==> config.mk <==
export PLATFORM = sky130hd
export DESIGN_NAME = fetch_prefetch_queue
export DESIGN_NICKNAME = d
export VERILOG_FILES = /design/src/rtl/rv32i_types.sv /design/src/rtl/fetch_fifo.sv /design/src/rtl/fetch_prefetch_queue.sv
export SDC_FILE = /design/constraint.sdc
export NUM_CORES = 1
export LEC_CHECK = 0
export BUFFER_PORTS_ARGS = -buffer_cell sky130_fd_sc_hd__buf_4
export CORE_ASPECT_RATIO = 1.75
export CORE_MARGIN = 2
export CORE_UTILIZATION = 39
export CTS_BUF_LIST = sky130_fd_sc_hd__clkbuf_4 sky130_fd_sc_hd__clkbuf_8
export CTS_CLUSTER_DIAMETER = 150
export CTS_CLUSTER_SIZE = 40
export DETAILED_ROUTE_END_ITERATION = 8
export GPL_ROUTABILITY_DRIVEN = 0
export HOLD_SLACK_MARGIN = 0.03
export SYNTH_ARGS = -nofsm -noshare
export SYNTH_HDL_FRONTEND = slang
export SYNTH_SLANG_ARGS = --single-unit
==> constraint.sdc <==
create_clock -name clk -period 3.5 [get_ports clk]
set_clock_uncertainty 0.1 [all_clocks]
set_input_delay 0.7 -clock clk [delete_from_list [all_inputs] [get_ports clk]]
set_output_delay 0.7 -clock clk [all_outputs]
set_load 0.02 [all_outputs]
==> src/rtl/rv32i_types.sv <==
// Shared RV32I fetch-side types.
//   rv32i_word     : 32-bit architectural word (PCs, instructions)
//   fetch_entry_t  : one prefetch queue entry {pc, instr}
//   fetch_state_e  : state of the single outstanding I-side read
//   next_seq_pc()  : sequential PC step, wraps modulo 2^32
package rv32i_types;

   typedef logic [31:0] rv32i_word;

   typedef struct packed {
      rv32i_word pc;
      rv32i_word instr;
   } fetch_entry_t;

   // StRead: read outstanding, response will be queued.
   // StDrop: read outstanding, but a redirect made it stale; response is discarded.
   typedef enum logic [1:0] {
      StIdle = 2'b00,
      StRead = 2'b01,
      StDrop = 2'b10
   } fetch_state_e;

   localparam rv32i_word InstrBytes = 32'd4;

   function automatic rv32i_word next_seq_pc(input rv32i_word pc);
      return pc + InstrBytes;
   endfunction

endpackage

==> src/rtl/fetch_fifo.sv <==
// Synchronous FIFO holding prefetched fetch entries.
//   clk, reset_n : clock, asynchronous active-low reset
//   push_i/data_i: write one entry (ignored when full unless popping the same cycle)
//   pop_i        : advance the head (ignored when empty)
//   flush_i      : empty the FIFO; wins over push and pop
//   head_o       : entry at the head (meaningful only when !empty_o)
//   empty_o      : no entries held
//   count_o      : number of entries held
module fetch_fifo
   import rv32i_types::*;
#(
   parameter int unsigned DEPTH = 4,
   parameter type T = fetch_entry_t,
   localparam int unsigned CW = $clog2(DEPTH + 1),
   localparam int unsigned AW = (DEPTH > 1) ? $clog2(DEPTH) : 1
) (
   input  logic          clk,
   input  logic          reset_n,
   input  logic          push_i,
   input  T              data_i,
   input  logic          pop_i,
   input  logic          flush_i,
   output T              head_o,
   output logic          empty_o,
   output logic [CW-1:0] count_o
);

   localparam logic [CW-1:0] FullCount = CW'(DEPTH);

   T              mem_q [DEPTH];
   logic [AW-1:0] wr_ptr_q, wr_ptr_d;
   logic [AW-1:0] rd_ptr_q, rd_ptr_d;
   logic [CW-1:0] count_q, count_d;
   logic          full;
   logic          do_push;
   logic          do_pop;

   assign empty_o = (count_q == '0);
   assign full    = (count_q == FullCount);
   assign count_o = count_q;
   assign head_o  = mem_q[rd_ptr_q];

   // Push into a full FIFO is allowed only when the head leaves in the same cycle.
   assign do_pop  = pop_i & ~empty_o & ~flush_i;
   assign do_push = push_i & (~full | do_pop) & ~flush_i;

   // DEPTH is a power of two, so pointers wrap by plain overflow.
   always_comb begin
      wr_ptr_d = wr_ptr_q;
      rd_ptr_d = rd_ptr_q;
      count_d  = count_q;
      if (flush_i) begin
         wr_ptr_d = '0;
         rd_ptr_d = '0;
         count_d  = '0;
      end else begin
         if (do_push) wr_ptr_d = wr_ptr_q + AW'(1);
         if (do_pop)  rd_ptr_d = rd_ptr_q + AW'(1);
         case ({do_push, do_pop})
            2'b10:   count_d = count_q + CW'(1);
            2'b01:   count_d = count_q - CW'(1);
            default: count_d = count_q;
         endcase
      end
   end

   always_ff @(posedge clk or negedge reset_n) begin
      if (!reset_n) begin
         wr_ptr_q <= '0;
         rd_ptr_q <= '0;
         count_q  <= '0;
      end else begin
         wr_ptr_q <= wr_ptr_d;
         rd_ptr_q <= rd_ptr_d;
         count_q  <= count_d;
      end
   end

   // Storage needs no reset: count_q gates every read of it.
   always_ff @(posedge clk) begin
      if (do_push) mem_q[wr_ptr_q] <= data_i;
   end

   // The issue logic upstream guarantees space before requesting.
   a_no_overflow: assert property (@(posedge clk) disable iff (!reset_n)
      !(push_i && full && !pop_i && !flush_i));

endmodule

==> src/rtl/fetch_prefetch_queue.sv <==
// Instruction fetch stage with a sequential prefetch queue.
// Owns the PC, keeps at most one I-side read outstanding, queues {pc, instr}
// for decode and restarts at redirect_pc on a taken branch/jump.
//   clk, reset_n         : clock, asynchronous active-low reset
//   imem_read/_address   : read request, held with a stable address until imem_resp
//   imem_rdata/_resp     : response data and its 1-cycle completion pulse
//   redirect_valid/_pc   : 1-cycle redirect from execute and its target
//   out_valid/_ready     : decode handshake on the queue head
//   out_pc/out_instr     : queue head contents
//   occupancy            : entries currently queued
module fetch_prefetch_queue
   import rv32i_types::*;
#(
   parameter int unsigned DEPTH    = 4,
   parameter rv32i_word   RESET_PC = 32'h0,
   localparam int unsigned CW      = $clog2(DEPTH + 1)
) (
   input  logic          clk,
   input  logic          reset_n,
   output logic          imem_read,
   output rv32i_word     imem_address,
   input  rv32i_word     imem_rdata,
   input  logic          imem_resp,
   input  logic          redirect_valid,
   input  rv32i_word     redirect_pc,
   output logic          out_valid,
   input  logic          out_ready,
   output rv32i_word     out_pc,
   output rv32i_word     out_instr,
   output logic [CW-1:0] occupancy
);

   localparam int unsigned LW = CW + 1;
   localparam logic [LW-1:0] DepthLevel = LW'(DEPTH);

   fetch_state_e  state_q, state_d;
   rv32i_word     pc_q, pc_d;
   rv32i_word     addr_q, addr_d;

   logic          inflight;
   logic          drop;
   logic          resp_live;
   logic          push;
   logic          pop;
   logic          issue;
   logic          fifo_empty;
   logic [CW-1:0] count;
   logic [LW-1:0] fill_level;
   fetch_entry_t  push_entry;
   fetch_entry_t  head_entry;

   assign inflight  = (state_q != StIdle);
   assign drop      = (state_q == StDrop);
   // A response with nothing outstanding (e.g. left over across a reset) is ignored.
   assign resp_live = imem_resp & inflight;
   assign push      = resp_live & ~drop & ~redirect_valid;
   assign pop       = out_valid & out_ready;

   // Entries held plus the one that may be in flight, less the head leaving now, so a
   // full queue can issue in the cycle right after decode frees a slot.
   assign fill_level = {1'b0, count} + LW'(inflight) - LW'(pop);
   assign issue      = ~inflight & ~redirect_valid & (fill_level < DepthLevel);

   assign push_entry.pc    = addr_q;
   assign push_entry.instr = imem_rdata;

   always_comb begin
      state_d = state_q;
      pc_d    = pc_q;
      addr_d  = addr_q;
      unique case (state_q)
         StIdle: begin
            if (issue) begin
               state_d = StRead;
               addr_d  = pc_q;
            end
         end
         StRead: begin
            if (imem_resp) begin
               state_d = StIdle;
               pc_d    = next_seq_pc(pc_q);
            end else if (redirect_valid) begin
               // Reads cannot be aborted: keep the request up and discard its data.
               state_d = StDrop;
            end
         end
         StDrop: begin
            if (imem_resp) state_d = StIdle;
         end
         default: state_d = StIdle;
      endcase
      // Newest redirect always wins the PC; misaligned targets pass through untouched.
      if (redirect_valid) pc_d = redirect_pc;
   end

   always_ff @(posedge clk or negedge reset_n) begin
      if (!reset_n) begin
         state_q <= StIdle;
         pc_q    <= RESET_PC;
         addr_q  <= RESET_PC;
      end else begin
         state_q <= state_d;
         pc_q    <= pc_d;
         addr_q  <= addr_d;
      end
   end

   fetch_fifo #(
      .DEPTH (DEPTH),
      .T     (fetch_entry_t)
   ) u_fifo (
      .clk     (clk),
      .reset_n (reset_n),
      .push_i  (push),
      .data_i  (push_entry),
      .pop_i   (pop),
      .flush_i (redirect_valid),
      .head_o  (head_entry),
      .empty_o (fifo_empty),
      .count_o (count)
   );

   assign imem_read    = inflight;
   assign imem_address = addr_q;
   assign out_valid    = ~fifo_empty;
   assign out_pc       = head_entry.pc;
   assign out_instr    = head_entry.instr;
   assign occupancy    = count;

endmodule
After elaboration in Yosys (flattened, before gate mapping)
Memory sizes are Yosys's and may differ from the RTL's.
Index checks and enable logic that the tools add are counted.
{ "word_totals": {"ff_bits": 73, "mem_bits_rw": 256, "input_bits": 69, "elab_cells": 66, "mem_count": 1} }
{ "mem_list": {"columns": ["memory", "depth", "width", "read_ports", "rd_clocked_by_memory_dff", "write_ports", "line_no", "source"], "rows": [
  ["u_fifo.mem_q", 4, 64, 1, 0, 1, "fetch_fifo.sv:30", "T mem_q [DEPTH];"]
]} }
{ "classes": {"addsub": 7, "n_lt_le_gt_ge": 1, "eq_ne": 8, "n_mux": 16, "n_bitwise": 16, "n_reduce_logical": 11} }
{ "ops": {"columns": ["op", "n"], "rows": [
  ["$mux 32", 3],
  ["$add 32x3->32 const B", 1],
  ["$mux 2", 8],
  ["$and 1x1->1", 10],
  ["$reduce_bool 2->1", 5],
  ["$pmux 2 s3", 1],
  ["$pmux 3 s2", 1],
  ["$not 1->1", 5],
  ["$add 2x1->2 const B", 2],
  ["$add 3x1->4", 1],
  ["$eq 2x1->1 const B", 2],
  ["$eq 2x2->1 const B", 2],
  ["$lt 4x3->1 const B", 1],
  ["$ne 2x2->1 const B", 2],
  ["$reduce_and 2->1", 2],
  ["$sub 4x1->4", 1],
  ["$add 3x1->3 const B", 1],
  ["$eq 3x3->1 const B", 1],
  ["$logic_not 3->1", 1],
  ["$mux 3", 1],
  ["$ne 3x3->1 const B", 1],
  ["$reduce_and 3->1", 1],
  ["$reduce_bool 3->1", 1],
  ["$sub 3x1->3 const B", 1],
  ["3 further kinds", 4]
]} }

Logic depth before layout (Yosys ltp)
Gate-level depths: netlist (run 1).
{ "depth": {"depth_word": 11, "depth_mapped": 10, "mapped_depth_nobuf": 9} }

By module
A second synthesis (run 1) with hierarchy kept.
{ "unflattened": {"hier_cells": 691, "hier_area_um2": 12956.2} }
{ "modules_own_cells": {"columns": ["module", "instances", "cells_per_inst", "area_per_inst_um2"], "rows": [
  ["fetch_fifo", 1, 397, 9764.4],
  ["fetch_prefetch_queue", 1, 294, 3191.8]
]} }

Least setup slack after synthesis (run 1)
No wires, ideal clock.
{ "synth_timing": {"kind": "input port to flip-flop", "startpoint": "input redirect_valid", "endpoint": "memory u_fifo.mem_q[0][0] (netlist name) (enable)", "setup_ns": 0.429, "arrival_time_ns": 2.555, "setup_slack_ns": 0.416, "path_stages": 2, "n_path_buf": 0, "cell_sequence": "and3b_1 -> and3_1"} }
{ "synth_via": {"elab_chain_len": 7, "word_cells_on_any_way": 8} }
{ "synth_rtl": {"columns": ["element", "line_no", "source"], "rows": [
  ["from (decl)", "fetch_prefetch_queue.sv:24", "input logic redirect_valid,"],
  ["$not 1->1 *", "fetch_fifo.sv:44, fetch_fifo.sv:45, fetch_prefetch_queue.sv:56", null],
  ["$and 1x1->1", "fetch_fifo.sv:44", "assign do_pop = pop_i & ~empty_o & ~flush_i;"],
  ["$or 1x1->1", "fetch_fifo.sv:45", "assign do_push = push_i & (~full | do_pop) & ~flush_i;"],
  ["$and 1x1->1", "fetch_fifo.sv:45", null],
  ["$and 1x1->1 *", "fetch_fifo.sv:45", null],
  ["$mux 1 *", "fetch_fifo.sv:81", "if (do_push) mem_q[wr_ptr_q] <= data_i;"],
  ["$mux 1 (implied by the code) *", "fetch_fifo.sv:81", null],
  ["to (decl)", "fetch_fifo.sv:30", null]
]} }
Every way passes the cells marked *; elsewhere a longest branch is shown, timed or not.

Final worst setup path (run 1)
{ "layout_timing": {"startpoint": "register u_fifo.rd_ptr_q[0]", "endpoint": "output out_pc[12]"} }
{ "layout_via": {"elab_chain_len": 1} }
{ "layout_rtl": {"columns": ["element", "line_no", "source"], "rows": [
  ["from (decl)", "fetch_fifo.sv:32", "logic [AW-1:0] rd_ptr_q, rd_ptr_d;"],
  ["from (signal assigned)", "fetch_fifo.sv:74", "rd_ptr_q <= rd_ptr_d;"],
  ["$mem_v2 4x64", null, null],
  ["to (decl)", "fetch_prefetch_queue.sv:28", "output rv32i_word out_pc,"]
]} }
Every way passes these cells.

==> results of run 1 <==
[area by class of cell]
class	instances	area share, %
antenna	1	0.01669
clock buffer	19	1.494
clock inverter	1	0.2003
inverter	14	0.3505
multi-input combinational	310	21.32
sequential	329	63.51
tap	405	3.380
timing repair buffer	181	9.730
[worst register-to-register path, delay by kind of cell (launching register included)]
kind / cells / cell delay (ns)
fa+ha+maj: 2 / 0.37
mux: 1 / 0.40
xor+xnor: 1 / 0.11
flops: 1 / 0.54
simple gates: 2 / 0.16
compound gates: 1 / 0.45
buf+inv: 3 / 0.65
[power groups by stage]
| stage | registers [mW] | logic [mW] | clock network [mW] |
|---|---|---|---|
| global placement | 5.35 | 2.68 | 0 |
| CTS | 5.28 | 2.70 | 1.61 |
| floorplan | 5.37 | 1.43 | 0 |
| global route | 5.35 | 2.81 | 1.71 |
| finish | 5.26 | 2.63 | 1.51 |
| detailed placement | 5.37 | 2.69 | 0 |
[final timing paths]
check                              startpoint                  end  slack [ns]
min in group clk                    imem_resp           state_q[1]        0.19
hold / removal                        reset_n   u_fifo.wr_ptr_q[1]        0.10
setup reg to reg            u_fifo.count_o[1]     imem_address[26]        0.59
max in group asynchronous             reset_n             pc_q[25]        2.47
hold reg to reg              imem_address[26]  u_fifo.mem_q[0][58]        0.42
setup / recovery           u_fifo.rd_ptr_q[0]           out_pc[12]        0.36
[layer usage]
metal / track usage, % / share of wire, % / vias up
li1: - / - / 3062
met1: 18.86 / 40 / 3486
met2: 28.44 / 54 / 138
met3: 2.056 / 4.0 / 20
met4: 3.735 / 1.6 / 0
met5: 0 / 0 / -
[cells in the final DEF (no fill, tap or decap), drive strengths merged, types with 3 or more instances in the layout]
master	Yosys	final
o21ai	16	16
nand4	7	7
xor2	4	4
nand3	20	20
nor2	21	21
o31ai	15	15
a21oi	5	5
o211ai	4	4
dfrtp	73	73
nor3	3	3
and4	3	3
mux4	64	64
xnor2	9	9
edfxtp	256	256
or4	21	21
mux2	35	35
a31oi	18	18
clkbuf	20	19
buf	11	181
or3	3	3
and3	11	11
ha	9	9
inv	14	14
nand2	29	29
[registers in the layout, indices dropped and copies added, names as in the netlist]
| name | count |
|---|---|
| imem_address | 32 |
| pc_q | 32 |
| state_q | 2 |
| u_fifo.count_o | 3 |
| u_fifo.mem_q | 256 |
| u_fifo.rd_ptr_q | 2 |
| u_fifo.wr_ptr_q | 2 |
[kinds of logic after synthesis]
| kind of cell | after synthesis | synth area share (%) |
|---|---|---|
| xor+xnor | 13 | 0.8844 |
| flops | 329 | 73.90 |
| fa+ha+maj | 10 | 1.030 |
| simple gates | 125 | 5.345 |
| mux | 100 | 14.33 |
| compound gates | 62 | 3.042 |
| buf+inv | 45 | 1.467 |
[cells in the mapped netlist, drive strengths merged, types with 15 or more instances]
cell	instances	area share, %
o31ai	15	0.87
edfxtp	256	60
nor2	21	0.61
dfrtp	73	14
clkbuf	20	0.58
nand3	20	0.82
nand2	29	0.85
mux2	35	3.1
mux4	64	11
o21ai	16	0.62
or4	21	1.3
a31oi	18	0.87
==> impl_metrics.toml, run 1 <==
[floorplanning]
coreArea_um2 = 32700
start_util_pct = 39.37
row_count = 88
ios = 170
die_w_um = 141.3
die-area_um2 = 34540
die_h_um = 244.4

[global_routing]
antenna_found_initial = 1
grt_overflow = 0
grt_pass1_wl_um = 40680
grt_pass1_vias = 6889
grt_max_degree = 74
track_usage_pct = 15.36

[sta]
tightest_slew_ns = 0.9659
max_clock_freq_mhz = 318.0
setup_tns_ns = 0
drv_slew = 0
worst_slack_ns = 0.3555
fin_crit_sh_pct = 89.84
hold_violations = 0
setup_violations = 0
hold_ws_ns = 0.1022
rsz0062_at_grt = "no"
period_needed_ns = 3.145
slew_headroom_pct = 35.61

[clock_tree]
post_cts_resized = 0
cts_hold_buf = 0
clock-root-buffer = "clkbuf_8"
post-cts-setup-buffers = 0
clock_path_buffers = 3
cts_tree = "done"
clk_pin_slew_ns = 0.23
cts_sinks = 329
worstSkewPairLatency_ns = 0.58
numCtsBuffers = 12
cts.htree.levels = 1

[pwr]
p_per_area_nw_per_um2 = 627.4
combPwrFrac_pct = 28.0
internal_power_mw = 6.494
swShare_pct = 30.97
clockPowerShare_pct = 16.1
p_leak_nw = 5.140
total_power_mw = 9.407
power.switching_mw = 2.913
seq_power_share_pct = 56.0
irDropWorstVdd_mv = 0.3816

[critical_path]
crit_path_max_fanout = 32
cp_num_cells = 3
reg2regPathDepth = 10
critPathKind = "flop to output pin"
cp.required_ns = 2.70
crit_arrival_ns = 2.34
worst_path_max_delay_cell = "dfrtp_4"
critPathLaunchType = "flop"
crit_chain = "buf_12 > mux4_2 > buf_4"
endpoint_kind = "output pin"
crit_buf_inv = 2
path_delay_family = "flip-flops"
max_stage_delay_ns = 0.68

[layout]
fill_cells = 2802
final_util_pct = 45.85
seq_area_um2 = 9522
design_area_um2 = 14990
nNetsFinal = 927
drive_gt1_share_pct = 36.53
syn_to_final_growth_pct = 16.45
finalNonFillerCells = 1260
multi_input_area_um2 = 3197

[placement]
place_area_um2 = 14740
dp_cells = 1239
dp_slack_ns = 0.6354
io_buffers = 169
hpwl_um = 17290

[logic_synthesis]
synth_area_um2 = 12870
yosysSeqAreaShare_pct = 73.90
yosys_warnings = 0
yosys_most_used_dff = "edfxtp_1"
synth_edf_count = 256
ys_types = 41
synth-seq-cells = 329
synth_nets = 763
syn_avg_cell_area_um2 = 18.82
async_flop_share_pct = 22.19
synthCells = 684

[route]
routedWlPerCell_um = 21.16
route.detailed.drc = 0
drt_iter0_markers = 377
ant_nets = 0
drt-vias-per-instance = 5.322
drt_first_pass_iters = 4
finalWirelength_um = 26660
vias = 6706

[outcome]
status = "finished clean"

[job]
cap_violations = 0

[hold_path]
min_path_type = "input pin to async pin"
(Power assumes the default switching activity.)
==> run 2: changes to the inputs <==
Settings changed: CORE_ASPECT_RATIO 1.75 to 1.1.
Clock period 3.5 ns to 3.2 ns, I/O delays scaled along.
==> impl_metrics.toml, run 2 (synthesis results as in run 1) <==
[outcome]
status = "finished clean"

[critical_path]
crit_path_max_fanout = 11
reg2regPathDepth = 10
critPathKind = "flop to output pin"
rrSetupSlack_ns = 0.44
max_stage_delay_ns = 0.59
path_common_cell = "buf_4"
crit_chain = "buf_4 > mux4_2 > buf_4"
worst_path_max_delay_cell = "dfrtp_4"
cp.required_ns = 2.46
crit_arrival_ns = 2.22
critPathLaunchType = "flop"
crit_buf_inv = 2
endpoint_kind = "output pin"
worst_r2r_endpoint = "imem_address[26]"
path_delay_family = "flip-flops"
r2r-start = "u_fifo.count_o[1]"

[layout]
final_common_cell = "edfxtp_1"
nNetsFinal = 935
regMostFlops = "u_fifo.mem_q"
most-common-layout-cells = "edfxtp_1, buf_4, dfrtp_1, mux4_2, mux2_2"
drive_gt1_share_pct = 37.01
syn_to_final_growth_pct = 17.03
largest_register_ffs = 256
finalNonFillerCells = 1288
diodes = 0

[route]
finalWirelength_um = 26650
maxUsedRoutingLayer = "met4"
drt-vias-per-instance = 5.284
wl_met1_um = 12190
ant_nets = 0
vias = 6806
wl_met2_um = 12610
drt_iter0_markers = 417
routedWlPerCell_um = 20.69
drt_first_pass_iters = 4
met3_length_um = 1516
route.detailed.drc = 0

[sta]
hold_violations = 0
setup_tns_ns = 0
fin_crit_sh_pct = 92.47
tightest_slew_ns = 0.8042
slew_headroom_pct = 46.39
period_needed_ns = 2.959
drv_slew = 0
rsz0062_at_grt = "no"
max_clock_freq_mhz = 337.9
setup_violations = 0

[floorplanning]
row_count = 69
die_w_um = 177.2
ios = 170
coreArea_um2 = 32370
start_util_pct = 39.77
die_h_um = 194.6
die-area_um2 = 34480

[clock_tree]
worstSkewPairLatency_ns = 0.60
clock_path_buffers = 3
cts_tree = "done"
cts_sinks = 329
clock-root-buffer = "clkbuf_8"
clk_pin_slew_ns = 0.25
post_cts_resized = 0
cts.htree.levels = 1
numCtsBuffers = 12

[pwr]
internal_power_mw = 7.144
seq_power_share_pct = 55.4
combPwrFrac_pct = 28.4
p_leak_nw = 5.180
swShare_pct = 30.75
clockPowerShare_pct = 16.2
irDropWorstVdd_mv = 0.3247
p_per_area_nw_per_um2 = 684.7
power.switching_mw = 3.172

[global_routing]
track_usage_pct = 15.53
grt_pass1_wl_um = 41370
grt_overflow = 0
grt_pass1_vias = 6956
grt_max_degree = 45
antenna_found_initial = 0

[placement]
hpwl_um = 17060
io_buffers = 169
dp_cells = 1264

[job]
cap_violations = 0

[hold_path]
min_to = "state_q[1]"
min_path_type = "input pin to flop"
min_from = "imem_resp"
holdPathStages = 2
## run 2: cell types whose count changed in the layout (fill, tap and decap cells not counted), sizes merged
cell         previous run  this run
buf                   181       188
diode                   1         0
dlygate4sd3             0         1
## run 2: metrics by stage
stage	cell area, µm²	hold WS (ns)	utilization (%)	total power [mW]	setup slack, ns
3_5_place_dp	14780	0.3949	45.65	8.807	0.5462
3_3_place_gp	14780	0.3799	45.65	8.773	0.5742
2_1_floorplan	12870	0.2444	-	7.434	0.1762
5_1_grt	15070	0.07298	46.54	10.84	0.08335
4_1_cts	15040	0.07277	46.47	10.47	0.0005542
6_report	15070	0.1184	46.54	10.32	0.2408
## run 2: per-layer routing
metal	vias to the layer above	GRT usage (%)
met3	19	2.621
met2	160	24.77
met4	0	2.663
li1	3077	-
met5	-	0
met1	3550	22.78
## run 2: timing repair
item                                    CTS  global route
setup buffers                             0             3
hold buffers                              1             0
endpoints found under the hold margin    38             0
endpoints found under the setup margin    0            15
## run 2: how the worst max path moves through the flow
stage / start / end / depth (start not counted) / slack [ns]
after global routing: u_fifo.rd_ptr_q[0] / out_pc[19] / 3 / 0.08
after detailed placement: redirect_valid / u_fifo.mem_q[1][17] / 4 / 0.55
after CTS: u_fifo.rd_ptr_q[0] / out_pc[19] / 3 / 0.0006
after global placement: u_fifo.count_o[1] / imem_address[0] / 10 / 0.57
after floorplan: redirect_valid / u_fifo.mem_q[0][0] / 2 / 0.18
final: u_fifo.rd_ptr_q[0] / out_pc[19] / 3 / 0.24
## run 2: cell type report
class / count / area (µm²)
Clock inverter: 1 / 30.03
Fill cell: 2814 / 17310
Inverter: 14 / 52.55
Clock buffer: 19 / 224.0
Timing Repair Buffer: 189 / 1509
Tap cell: 426 / 533.0
Sequential cell: 329 / 9522
Multi-Input combinational cell: 310 / 3197
## run 2: power groups by stage
stage / clock (mW) / sequential [mW] / combinational, mW
6_report: 1.67 / 5.71 / 2.93
5_1_grt: 1.88 / 5.81 / 3.15
4_1_cts: 1.75 / 5.76 / 2.97
3_5_place_dp: 0 / 5.85 / 2.96
3_3_place_gp: 0 / 5.83 / 2.94
2_1_floorplan: 0 / 5.87 / 1.56
==> run 3: changes to the inputs <==
Clock period 3.2 ns to 2.4 ns, I/O delays scaled along.
==> impl_metrics.toml, run 3 (synthesis results as in run 1) <==
[floorplanning]
die_h_um = 194.6
die-area_um2 = 34480
start_util_pct = 39.77
die_w_um = 177.2
row_count = 69
ios = 170
coreArea_um2 = 32370

[route]
finalWirelength_um = 28800
vias = 7307
ant_nets = 0
routedWlPerCell_um = 20.82
drt_first_pass_iters = 5
drt_iter0_markers = 468
route.detailed.drc = 0
drt-vias-per-instance = 5.283

[global_routing]
grt_pass1_wl_um = 42470
antenna_found_initial = 1
grt_pass1_vias = 7127
grt_overflow = 0
track_usage_pct = 16.07
grt_max_degree = 48

[sta]
tightest_slew_ns = 0.6493
period_needed_ns = 2.679
drv_slew = 0
max_clock_freq_mhz = 373.2
setup_tns_ns = -14.83
worst_slack_ns = -0.2792
hold_violations = 0
rsz0062_at_grt = "yes"
fin_crit_sh_pct = 111.6
slew_headroom_pct = 56.71
setup_violations = 64

[critical_path]
r2r-start = "u_fifo.count_o[0]"
rrSetupSlack_ns = 0.01
endpoint_kind = "output pin"
crit_arrival_ns = 2.10
worst_r2r_endpoint = "imem_address[30]"
reg2regPathDepth = 11
crit_path_max_fanout = 9
cp-startpoint = "u_fifo.rd_ptr_q[0]"
critPathLaunchType = "flop"
cp.required_ns = 1.82
critPathKind = "flop to output pin"

[hold_path]
min_from = "redirect_pc[18]"
holdPathStages = 3
min_to = "pc_q[18]"
min_path_type = "input pin to flop"

[outcome]
violations = "setup timing"
status = "finished with violations"

[layout]
final_common_cell = "edfxtp_1"
drive_gt1_share_pct = 37.97
finalNonFillerCells = 1383
syn_to_final_growth_pct = 28.00
regMostFlops = "u_fifo.mem_q"
largest_register_ffs = 256
fill_cells = 2693
most-common-layout-cells = "edfxtp_1, buf_4, dfrtp_1, mux4_2, dlygate4sd3_1"
nNetsFinal = 1029

[placement]
hpwl_um = 17640
dp_slack_ns = 0.07742
io_buffers = 169
dp_cells = 1281

[clock_tree]
numCtsBuffers = 12
cts_sinks = 329
clock_path_buffers = 3
cts.htree.levels = 1
cts_tree = "done"
worstSkewPairLatency_ns = 0.59
clock-root-buffer = "clkbuf_8"
clk_pin_slew_ns = 0.22

[pwr]
power.switching_mw = 4.536
p_per_area_nw_per_um2 = 894.1
swShare_pct = 30.79
internal_power_mw = 10.20
total_power_mw = 14.73
p_leak_nw = 5.755
combPwrFrac_pct = 33.3
irDropWorstVdd_mv = 0.4470
seq_power_share_pct = 51.5
clockPowerShare_pct = 15.2

[job]
cap_violations = 0
==> run 3: cell count changes in the layout (fill, tap and decap cells not counted), moves of 2 or more <==
cell,before,now
inv_2,0,2
buf_16,0,6
ha_1,9,7
inv_1,14,12
dfrtp_1,71,65
ha_4,0,2
buf_12,7,15
dlygate4sd3_1,1,64
buf_4,181,135
dfrtp_2,0,6
clkbuf_16,0,2
buf_6,0,60
==> run 3: area by class of cell <==
| type | instances | area, µm² | share of cell area (%) |
|---|---|---|---|
| Clock buffer | 19 | 224.0 | 1.359 |
| Sequential cell | 329 | 9529 | 57.82 |
| Inverter | 14 | 52.55 | 0.3189 |
| Antenna cell | 1 | 2.502 | 0.01518 |
| Tap cell | 426 | 533.0 | 3.234 |
| Multi-Input combinational cell | 311 | 3263 | 19.80 |
| Timing Repair Buffer | 282 | 2845 | 17.27 |
| Clock inverter | 1 | 30.03 | 0.1822 |
==> run 3: worst max-delay path by stage <==
stage | end | slack, ns
floorplan | imem_address[10] | 0.009
detailed placement | imem_address[16] | 0.08
global placement | imem_address[12] | 0.09
finish | out_pc[25] | -0.28
CTS | out_pc[25] | -0.34
global route | out_pc[25] | -0.38
==> run 3: critical path, stage by stage (launching register included) <==
cell and delay (ns):
dfrtp_4 0.50, buf_12 0.15, buf_12 0.16, mux4_2 0.55, buf_6 0.16
==> run 3: timing repair <==
action,in CTS,in global routing
hold endpoints to repair,205,0
buffers inserted,6,3
gates cloned,5,4
gates resized for setup,50,31
setup endpoints to repair,64,97
pin swaps,0,6
hold buffers,64,0
==> run 3: layer usage <==
| metal | up-vias | global-route usage, % | wire length (µm) | part of all wire (%) |
|---|---|---|---|---|
| li1 | 3278 | - | - | - |
| met1 | 3812 | 23.67 | 13260 | 46 |
| met2 | 192 | 26.17 | 13870 | 48 |
| met3 | 25 | 1.995 | 1326 | 4.6 |
| met4 | 0 | 2.571 | 334 | 1.2 |
| met5 | - | 0 | 0 | 0 |
==> run 3: through the flow <==
step                area, µm²  utilization, %  hold slack, ns
finish                  16480           50.90         0.08201
floorplan               12910               -         0.08441
detailed placement      15030           46.41          0.3893
global route            16480           50.90         0.06954
global placement        15030           46.41          0.3843
CTS                     16270           50.25         0.05348
==> run 3: power by group through the flow <==
stage               Combinational, mW  Sequential [mW]  Clock [mW]
detailed placement               4.13             7.74           0
global placement                 4.10             7.71           0
CTS                              4.69             7.60        2.33
finish                           4.91             7.59        2.23
global route                     5.22             7.70        2.49
floorplan                        2.11             7.83           0
